===== config.mk =====
export PLATFORM = sky130hd
export DESIGN_NAME = fifo_rd_ctrl_flat
export DESIGN_NICKNAME = d
export VERILOG_FILES = /design/src/rtl/fifo_rd_ctrl_pkg.sv /design/src/rtl/fifo_rd_ctrl_if.sv /design/src/rtl/fifo_rd_ctrl.sv /design/src/flat_wrapper.sv
export SDC_FILE = /design/constraint.sdc
export NUM_CORES = 1
export LEC_CHECK = 0
export ABC_AREA = 1
export BUFFER_PORTS_ARGS = -buffer_cell sky130_fd_sc_hd__clkbuf_2
export CAP_MARGIN = 20
export CORE_ASPECT_RATIO = 1.2
export CORE_MARGIN = 5
export CORE_UTILIZATION = 35
export CTS_BUF_LIST = sky130_fd_sc_hd__clkbuf_16
export CTS_CLUSTER_SIZE = 20
export DETAILED_ROUTE_END_ITERATION = 10
export GPL_ROUTABILITY_DRIVEN = 0
export RECOVER_POWER = 100
export SLEW_MARGIN = 20
export SYNTH_ARGS = -nofsm -noshare
export SYNTH_HDL_FRONTEND = slang
export SYNTH_SLANG_ARGS = --single-unit

===== constraint.sdc =====
create_clock -name clk -period 1.5 [get_ports clk]
set_clock_uncertainty 0.2 [all_clocks]
set_input_delay 0.15 -clock clk [delete_from_list [all_inputs] [get_ports clk]]
set_output_delay 0.15 -clock clk [all_outputs]
set_load 0.02 [all_outputs]

===== src/rtl/fifo_rd_ctrl_pkg.sv =====
// Shared types and defaults for the FIFO read-side controller.
package fifo_rd_ctrl_pkg;

  localparam int unsigned DATA_W_DEF         = 8;
  localparam int unsigned CNT_W_DEF          = 8;
  localparam int unsigned RD_LATENCY_DEF     = 1;
  localparam int unsigned TIMEOUT_CYCLES_DEF = 50_000_000;

  typedef enum logic [2:0] {
    ST_IDLE    = 3'd0,
    ST_CHECK   = 3'd1,
    ST_READ    = 3'd2,
    ST_LAT     = 3'd3,
    ST_SEND    = 3'd4,
    ST_WAIT_TX = 3'd5,
    ST_DONE    = 3'd6
  } rd_state_e;

  // Bits needed to count 0..n-1, never less than one.
  function automatic int unsigned cnt_width(input int unsigned n);
    return (n <= 2) ? 1 : $clog2(n);
  endfunction

endpackage


===== src/rtl/fifo_rd_ctrl_if.sv =====
// Handshake bundle between the sample FIFO / UART transmitter and fifo_rd_ctrl.
interface fifo_rd_ctrl_if
  import fifo_rd_ctrl_pkg::*;
#(
  parameter int unsigned DATA_W = DATA_W_DEF,
  parameter int unsigned CNT_W  = CNT_W_DEF
) ();

  logic              start;
  logic [CNT_W-1:0]  send_time;
  logic              fifo_empty;
  logic [DATA_W-1:0] fifo_rd_data;
  logic              tx_done;

  logic              fifo_rd_en;
  logic              tx_en;
  logic [DATA_W-1:0] tx_data;
  logic              busy;
  logic              send_done;
  logic              timeout_err;

  modport master (
    input  start, send_time, fifo_empty, fifo_rd_data, tx_done,
    output fifo_rd_en, tx_en, tx_data, busy, send_done, timeout_err
  );

  modport slave (
    output start, send_time, fifo_empty, fifo_rd_data, tx_done,
    input  fifo_rd_en, tx_en, tx_data, busy, send_done, timeout_err
  );

endinterface


===== src/rtl/fifo_rd_ctrl.sv =====
// Drains send_time bytes from a standard-mode FIFO into uart_tx, one byte per tx_done.
// Optional empty-FIFO abort is enabled by defining FIFO_RD_TIMEOUT_EN.
module fifo_rd_ctrl
  import fifo_rd_ctrl_pkg::*;
#(
  parameter int unsigned DATA_W         = DATA_W_DEF,
  parameter int unsigned CNT_W          = CNT_W_DEF,
  parameter int unsigned RD_LATENCY     = RD_LATENCY_DEF,
  parameter int unsigned TIMEOUT_CYCLES = TIMEOUT_CYCLES_DEF
) (
  input  logic          clk,
  input  logic          rst,
  fifo_rd_ctrl_if.master bus
);

  localparam int unsigned LAT_W = 2;

  rd_state_e         state_q, state_d;
  logic [CNT_W-1:0]  cnt_q, cnt_d;
  logic [CNT_W-1:0]  times_q, times_d;
  logic [LAT_W-1:0]  lat_q, lat_d;
  logic [DATA_W-1:0] tx_data_q, tx_data_d;
  logic              busy_q, busy_d;
  logic              timeout_err_q, timeout_err_d;

  logic all_sent;
  logic timeout_hit;

  assign all_sent = (cnt_q == times_q);

`ifdef FIFO_RD_TIMEOUT_EN
  localparam int unsigned TO_W = cnt_width(TIMEOUT_CYCLES);

  logic [TO_W-1:0] to_q, to_d;
  logic            to_run;

  assign to_run      = (state_q == ST_CHECK) && bus.fifo_empty && !all_sent;
  assign timeout_hit = to_run && (to_q == TO_W'(TIMEOUT_CYCLES - 1));

  always_comb begin
    to_d = '0;
    if (to_run && !timeout_hit) begin
      to_d = to_q + 1'b1;
    end
  end

  always_ff @(posedge clk or posedge rst) begin
    if (rst) begin
      to_q <= '0;
    end else begin
      to_q <= to_d;
    end
  end
`else
  assign timeout_hit = 1'b0;
`endif

  always_comb begin
    state_d       = state_q;
    cnt_d         = cnt_q;
    times_d       = times_q;
    lat_d         = lat_q;
    tx_data_d     = tx_data_q;
    busy_d        = busy_q;
    timeout_err_d = 1'b0;

    case (state_q)
      ST_IDLE: begin
        if (bus.start) begin
          times_d = bus.send_time;
          cnt_d   = '0;
          busy_d  = 1'b1;
          state_d = ST_CHECK;
        end
      end
      // Completion wins over the timeout so a finished transfer never aborts.
      ST_CHECK: begin
        if (all_sent) begin
          state_d = ST_DONE;
        end else if (timeout_hit) begin
          busy_d        = 1'b0;
          timeout_err_d = 1'b1;
          state_d       = ST_IDLE;
        end else if (!bus.fifo_empty) begin
          state_d = ST_READ;
        end
      end
      ST_READ: begin
        lat_d   = LAT_W'(1);
        state_d = ST_LAT;
      end
      ST_LAT: begin
        if (lat_q == LAT_W'(RD_LATENCY)) begin
          tx_data_d = bus.fifo_rd_data;
          state_d   = ST_SEND;
        end else begin
          lat_d = lat_q + 1'b1;
        end
      end
      ST_SEND: begin
        cnt_d   = cnt_q + 1'b1;
        state_d = ST_WAIT_TX;
      end
      ST_WAIT_TX: begin
        if (bus.tx_done) begin
          state_d = ST_CHECK;
        end
      end
      ST_DONE: begin
        busy_d  = 1'b0;
        state_d = ST_IDLE;
      end
      default: begin
        state_d = ST_IDLE;
      end
    endcase
  end

  always_ff @(posedge clk or posedge rst) begin
    if (rst) begin
      state_q       <= ST_IDLE;
      cnt_q         <= '0;
      times_q       <= '0;
      lat_q         <= '0;
      tx_data_q     <= '0;
      busy_q        <= 1'b0;
      timeout_err_q <= 1'b0;
    end else begin
      state_q       <= state_d;
      cnt_q         <= cnt_d;
      times_q       <= times_d;
      lat_q         <= lat_d;
      tx_data_q     <= tx_data_d;
      busy_q        <= busy_d;
      timeout_err_q <= timeout_err_d;
    end
  end

  assign bus.fifo_rd_en  = (state_q == ST_READ);
  assign bus.tx_en       = (state_q == ST_SEND);
  assign bus.send_done   = (state_q == ST_DONE);
  assign bus.tx_data     = tx_data_q;
  assign bus.busy        = busy_q;
  assign bus.timeout_err = timeout_err_q;

endmodule

===== src/flat_wrapper.sv =====
// flat-port wrapper written by rule: the top's interface ports become plain ports
module fifo_rd_ctrl_flat import fifo_rd_ctrl_pkg::*;
#(
  parameter int unsigned DATA_W         = DATA_W_DEF,
  parameter int unsigned CNT_W          = CNT_W_DEF,
  parameter int unsigned RD_LATENCY     = RD_LATENCY_DEF,
  parameter int unsigned TIMEOUT_CYCLES = TIMEOUT_CYCLES_DEF
)
  (clk, rst, bus_start, bus_send_time, bus_fifo_empty, bus_fifo_rd_data, bus_tx_done, bus_fifo_rd_en, bus_tx_en, bus_tx_data, bus_busy, bus_send_done, bus_timeout_err);
  fifo_rd_ctrl_if #(.DATA_W(DATA_W), .CNT_W(CNT_W)) bus_i ();
  input  logic clk;
  input  logic rst;
  input wire logic [$bits(bus_i.start)-1:0] bus_start;
  input wire logic [$bits(bus_i.send_time)-1:0] bus_send_time;
  input wire logic [$bits(bus_i.fifo_empty)-1:0] bus_fifo_empty;
  input wire logic [$bits(bus_i.fifo_rd_data)-1:0] bus_fifo_rd_data;
  input wire logic [$bits(bus_i.tx_done)-1:0] bus_tx_done;
  output wire logic [$bits(bus_i.fifo_rd_en)-1:0] bus_fifo_rd_en;
  output wire logic [$bits(bus_i.tx_en)-1:0] bus_tx_en;
  output wire logic [$bits(bus_i.tx_data)-1:0] bus_tx_data;
  output wire logic [$bits(bus_i.busy)-1:0] bus_busy;
  output wire logic [$bits(bus_i.send_done)-1:0] bus_send_done;
  output wire logic [$bits(bus_i.timeout_err)-1:0] bus_timeout_err;
  assign bus_i.start = bus_start;
  assign bus_i.send_time = bus_send_time;
  assign bus_i.fifo_empty = bus_fifo_empty;
  assign bus_i.fifo_rd_data = bus_fifo_rd_data;
  assign bus_i.tx_done = bus_tx_done;
  assign bus_fifo_rd_en = bus_i.fifo_rd_en;
  assign bus_tx_en = bus_i.tx_en;
  assign bus_tx_data = bus_i.tx_data;
  assign bus_busy = bus_i.busy;
  assign bus_send_done = bus_i.send_done;
  assign bus_timeout_err = bus_i.timeout_err;
  fifo_rd_ctrl #(.DATA_W(DATA_W), .CNT_W(CNT_W), .RD_LATENCY(RD_LATENCY), .TIMEOUT_CYCLES(TIMEOUT_CYCLES)) u_core (.clk(clk), .rst(rst), .bus(bus_i));
endmodule

==> results.sh, run 1 <==
export IMPL_routed_via_density=4.46
export IMPL_grt_usage=0.137
export IMPL_p_leak_nw=1.15
export IMPL_coreArea_um2=4230
export IMPL_drtIter0Drc=32
export IMPL_antenna_cells=0
export IMPL_hp_class="input pin to flip-flop"
export IMPL_fin_util=0.560
export IMPL_worstPathCellList="inv_4, nand2_4, nor2_4, clkbuf_8"
export IMPL_grt_overflow=0
export IMPL_drive_gt1_frac=0.405
export IMPL_synth_avg_cell_area_um2=8.45
export IMPL_drv_cap=0
export IMPL_total_power_mw=4.03
export IMPL_setup_viol=4
export IMPL_cts_sinks=30
export IMPL_finalCritPeriodShare=1.01
export IMPL_design_area_um2=2370
export IMPL_r2r_start="u_core.state_q[1]"
export IMPL_pre_cts_slack_ns=-0.0377
export IMPL_synth_seq_area_share=0.496
export IMPL_async_flop_share=1.00
export IMPL_start_kind="flip-flop"
export IMPL_synth_edff_count=0
export IMPL_clk_latency_ns=0.27
export IMPL_whs_ns=0.110
export IMPL_portBuffers=32
export IMPL_h_tree_depth=2
export IMPL_cts_tree="done"
export IMPL_first_pass_iters=4
export IMPL_synth_cells=179
export IMPL_synth_top_cells_by_count="nand2_1, dfrtp_1, inv_1"
export IMPL_path_buf_inv=2
export IMPL_worstSetupPathType="flip-flop to output pin"
export IMPL_tightest_slew_ns=0.689
export IMPL_cts_root_buffer="clkbuf_16"
export IMPL_power_frac_comb=0.437
export IMPL_rsz0062_at_grt="yes"
export IMPL_p_clk_frac=0.233
export IMPL_synth_area_leaders="dfrtp_1, nand2_1, mux2_2"
export IMPL_synth_nets=202
export IMPL_start_util=0.358
export IMPL_yosysWarnings=0
export IMPL_synth_cell_type_count=21
export IMPL_maxSlewViolCount=0
export IMPL_cp_top_family="flip-flops"
export IMPL_syn_cell_area_um2=1510
export IMPL_fmax_mhz=660
export IMPL_cp_arrival_ns=1.17
export IMPL_grt_pass1_wl_mm=6.11
export IMPL_worstPathMaxFanout=4
export IMPL_synth_top_area_cell="dfrtp_1"
export IMPL_crit_start="u_core.state_q[1]"
export IMPL_syn2layout_area_growth_pct=56.6
export IMPL_intPower_mw=2.49
export IMPL_powerDensity_nw_per_um2=1700
export IMPL_status="complete, but fails checks"
export IMPL_max_slew_margin=0.540
export IMPL_slowest_delay_ns=0.45
export IMPL_end_kind="output pin"
export IMPL_place_hpwl_mm=2.44
export IMPL_dr_total_vias=1406
export IMPL_hold_viol_final=0
export IMPL_p_sw_frac=0.382
export IMPL_placementRows=26
export IMPL_antenna_found_initial=0
export IMPL_ir_drop_mv=0.862
export IMPL_ys_ff_latch=30
export IMPL_die_w_um=70.0
export IMPL_numCtsBuffers=5
export IMPL_cts_buffer_depth=2
export IMPL_synth_most_common_cell="nand2_1"
export IMPL_power_frac_seq=0.330
export IMPL_synth_top_area_share=0.496
export IMPL_period_needed_ns=1.52
export IMPL_final_nets=281
export IMPL_wire_per_inst_um=12.1
export IMPL_ioPinCount=34
export IMPL_die_y_um=82.0
export IMPL_placed_area_um2=1840
export IMPL_grt_pass1_vias=1373
export IMPL_p_sw_mw=1.54
export IMPL_critPathRequiredTime_ns=1.15
export IMPL_drc=0
export IMPL_hold_start="bus_start"
export IMPL_clk_pin_slew_ns=0.05
export IMPL_timing_final_ws_setup_ns=-0.0156
export IMPL_drt_total_wl_mm=3.81
export IMPL_die_area_um2=5740
export IMPL_ys_flop_type="dfrtp_1"
export IMPL_ant_nets=0
export IMPL_violations="negative setup slack"
export IMPL_crit_slowest_cell="dfrtp_2"
export IMPL_grt_max_degree=31
[per-layer routing]
metal  vias to the layer above  track usage  share of wire
met2                        23        0.252           0.53
met5                         -            0              0
li1                        718            -              -
met1                       656        0.150           0.43
met4                         0       0.0690          0.022
met3                         9       0.0306          0.024
[power by group through the flow]
stage                     Clock (mW)  Sequential (mW)  Combinational [mW]
after floorplan                    0             1.43               0.899
after global routing           0.988             1.36                1.95
final                          0.938             1.33                1.76
after global placement             0             1.33                1.40
after detailed placement           0             1.34                1.42
after CTS                      0.956             1.31                1.66
[placed cells by master (no fill, tap or decap), types with 6 or more instances in the layout]
master and instances:
inv_1 17, clkbuf_2 20, buf_6 6, mux2_2 9, o21ai_0 8, nand2_1 50
dlygate4sd3_1 18, nor2_2 6, dfrtp_1 25, nand3_1 7, nand2_2 7, clkbuf_1 10
inv_2 6, buf_4 18
[stage by stage]
stage,setup TNS (ns),instances
final,-0.0381,315
after global routing,-0.543,315
after CTS,-0.0802,313
after detailed placement,-0.296,281
after global placement,-0.114,281
after floorplan,0,179
[logic make-up (layout without fill, tap and decap cells)]
family,Yosys count,in the layout,share of synthesized area
AOI/OAI and AO/OA,18,18,0.0662
xor gates and xnor gates,4,4,0.0232
adders and majority gates,2,2,0.0165
buffers and inverters,28,108,0.0819
DFF,30,30,0.496
muxes,9,9,0.0670
other,1,1,0.00248
and+or+nand+nor,87,87,0.246
[registers in the layout, indices dropped and copies added, names as in the netlist]
register            flops
u_core.bus.busy         1
u_core.bus.tx_data      8
u_core.cnt_q            8
u_core.lat_q            2
u_core.state_q          3
u_core.times_q          8
[worst reg2reg max path: stages (launching register included)]
cell	delay (ns)
dfrtp_2	0.45
buf_4	0.15
nand3_2	0.08
nor2_2	0.05
buf_4	0.14
nor2_4	0.13
nand2_2	0.07
nand2_1	0.06
nand2_1	0.05
[final timing paths]
kind                            cells past startpoint                 to  slack, ns
worst max-delay path                                4          bus_tx_en      -0.02
worst min-delay path                                4    u_core.bus.busy       0.11
worst max register to register                      8  u_core.state_q[0]      -0.01
worst min register to register                      2  u_core.times_q[6]       0.30
max in group asynchronous                           4    u_core.cnt_q[0]       0.21
min in group asynchronous                           4  u_core.times_q[4]       0.40
[final cells by class]
cell class                      instances  area (um^2)
Multi-Input combinational cell        121          749
Inverter                               25          101
Sequential cell                        30          757
Clock buffer                            5          125
Clock inverter                          3         12.5
Fill cell                             381         1860
Tap cell                               56         70.1
Timing Repair Buffer                   75          553
[what timing repair did]
item                       4_1_cts  5_1_grt
hold buffers                    18        0
gates cloned                     0        0
setup endpoints to repair       15       32
setup buffers                    6        2
hold endpoints to repair        47        0
gates resized for setup         20       38
pin swaps                        3       15
Note: power is estimated with default switching activity, not from simulation.
==> inputs of run 2 (changes only) <==
MAX_ROUTING_LAYER = met4   (was not set)
==> results.sh, run 2 (synthesis gave the netlist of run 1 again) <==
export IMPL_maxSlewViolCount=0
export IMPL_hp_class="input pin to flip-flop"
export IMPL_layout_commonest_cell="nand2_1"
export IMPL_violations="negative setup slack"
export IMPL_ir_drop_mv=0.882
export IMPL_start_kind="flip-flop"
export IMPL_antenna_cells=0
export IMPL_rr_worst_depth=8
export IMPL_setup_tns_ns=-0.0458
export IMPL_cts_root_buffer="clkbuf_16"
export IMPL_ioPinCount=34
export IMPL_setup_viol=3
export IMPL_die_area_um2=5740
export IMPL_cp_arrival_ns=1.18
export IMPL_grt_max_degree=31
export IMPL_wire_per_inst_um=12.1
export IMPL_fmax_mhz=655
export IMPL_worstSetupPathType="flip-flop to output pin"
export IMPL_tightest_slew_ns=0.673
export IMPL_cts_tree="done"
export IMPL_place_hpwl_mm=2.44
export IMPL_clk_latency_ns=0.27
export IMPL_grt_use_met2=0.252
export IMPL_drv_cap=0
export IMPL_drive_gt1_frac=0.410
export IMPL_status="complete, but fails checks"
export IMPL_total_power_mw=4.08
export IMPL_coreArea_um2=4230
export IMPL_first_pass_iters=4
export IMPL_drc=0
export IMPL_cts_sinks=30
export IMPL_final_cell_mix="nand2_1, dfrtp_1, buf_4"
export IMPL_syn2layout_area_growth_pct=58.4
export IMPL_rsz0062_at_grt="yes"
export IMPL_gr_usage_met1=0.149
export IMPL_placementRows=26
export IMPL_portBuffers=32
export IMPL_grt_pass1_wl_mm=6.11
export IMPL_end_kind="output pin"
export IMPL_cts_buffer_depth=2
export IMPL_grt_pass1_vias=1374
export IMPL_dpl_cell_count=281
export IMPL_grt_use_met3=0.0306
export IMPL_grt_usage=0.141
export IMPL_regArea_um2=757
export IMPL_drtIter0Drc=25
export IMPL_period_needed_ns=1.53
export IMPL_nFillCells=379
export IMPL_final_nets=283
export IMPL_max_slew_margin=0.551
export IMPL_die_y_um=82.0
export IMPL_powerDensity_nw_per_um2=1700
export IMPL_die_w_um=70.0
export IMPL_worstPathMaxFanout=4
export IMPL_numCtsBuffers=5
export IMPL_start_util=0.358
export IMPL_routed_via_density=4.42
export IMPL_dr_total_vias=1400
export IMPL_clk_pin_slew_ns=0.05
export IMPL_finalCritPeriodShare=1.02
export IMPL_fin_cells=317
export IMPL_antenna_found_initial=0
export IMPL_h_tree_depth=2
export IMPL_drt_total_wl_mm=3.83
export IMPL_pre_cts_slack_ns=-0.0377
export IMPL_ant_nets=0
export IMPL_multiInputGateArea_um2=754
export IMPL_grt_overflow=0
export IMPL_hold_viol_final=0
export IMPL_holdPathStages=6
export IMPL_timing_final_ws_setup_ns=-0.0263
export IMPL_top_usage_layer="met2"
export IMPL_p_leak_nw=1.17
export IMPL_critPathRequiredTime_ns=1.15
run 2: layout make-up:
type                       count  share of cell area
sequential                    30               0.316
multi-input combinational    121               0.315
timing repair buffer          77               0.239
clock buffer                   5              0.0522
inverter                      25              0.0433
tap                           56              0.0292
clock inverter                 3             0.00522
run 2: critical path, stage by stage, from the launching register on:
cell	delay, ns
dfrtp_2	0.46
inv_4	0.09
nand2_4	0.05
nor2_4	0.13
clkbuf_8	0.17
run 2: path summary, 6_finish.rpt:
path	slack (ns)	start	endpoint
min reg2reg	0.30	u_core.times_q[6]	u_core.times_q[6]
max reg2reg	-0.01	u_core.state_q[1]	u_core.state_q[0]
max	-0.03	u_core.state_q[1]	bus_tx_en
min	0.09	bus_fifo_empty	u_core.state_q[0]
max in group asynchronous	0.23	rst	u_core.state_q[0]
min in group asynchronous	0.40	rst	u_core.times_q[4]
run 2: power breakdown:
group / internal (mW) / switching (mW)
Clock: 0.598 / 0.339
Combinational: 0.807 / 0.997
Sequential: 1.12 / 0.223
Total: 2.52 / 1.56
run 2: what timing repair did:
| action | 4_1_cts | 5_1_grt |
|---|---|---|
| gates resized for setup | 20 | 40 |
| endpoints found under the hold margin | 47 | 0 |
| hold buffers | 18 | 0 |
| setup endpoints to repair | 15 | 32 |
| pin swaps | 3 | 15 |
| setup buffers | 6 | 4 |
run 2: metrics by stage:
step	hold WS (ns)	utilization	instance area (um^2)
6_report	0.0932	0.567	2400
5_1_grt	0.120	0.567	2400
4_1_cts	0.121	0.536	2270
3_5_place_dp	0.0323	0.435	1840
3_3_place_gp	0.0296	0.435	1840
2_1_floorplan	0.0408	-	1510
run 2: metal layers:
layer	vias to the layer above	wire, um
li1	722	-
met1	642	1620
met2	25	1990
met3	11	105
met4	0	108
met5	-	0
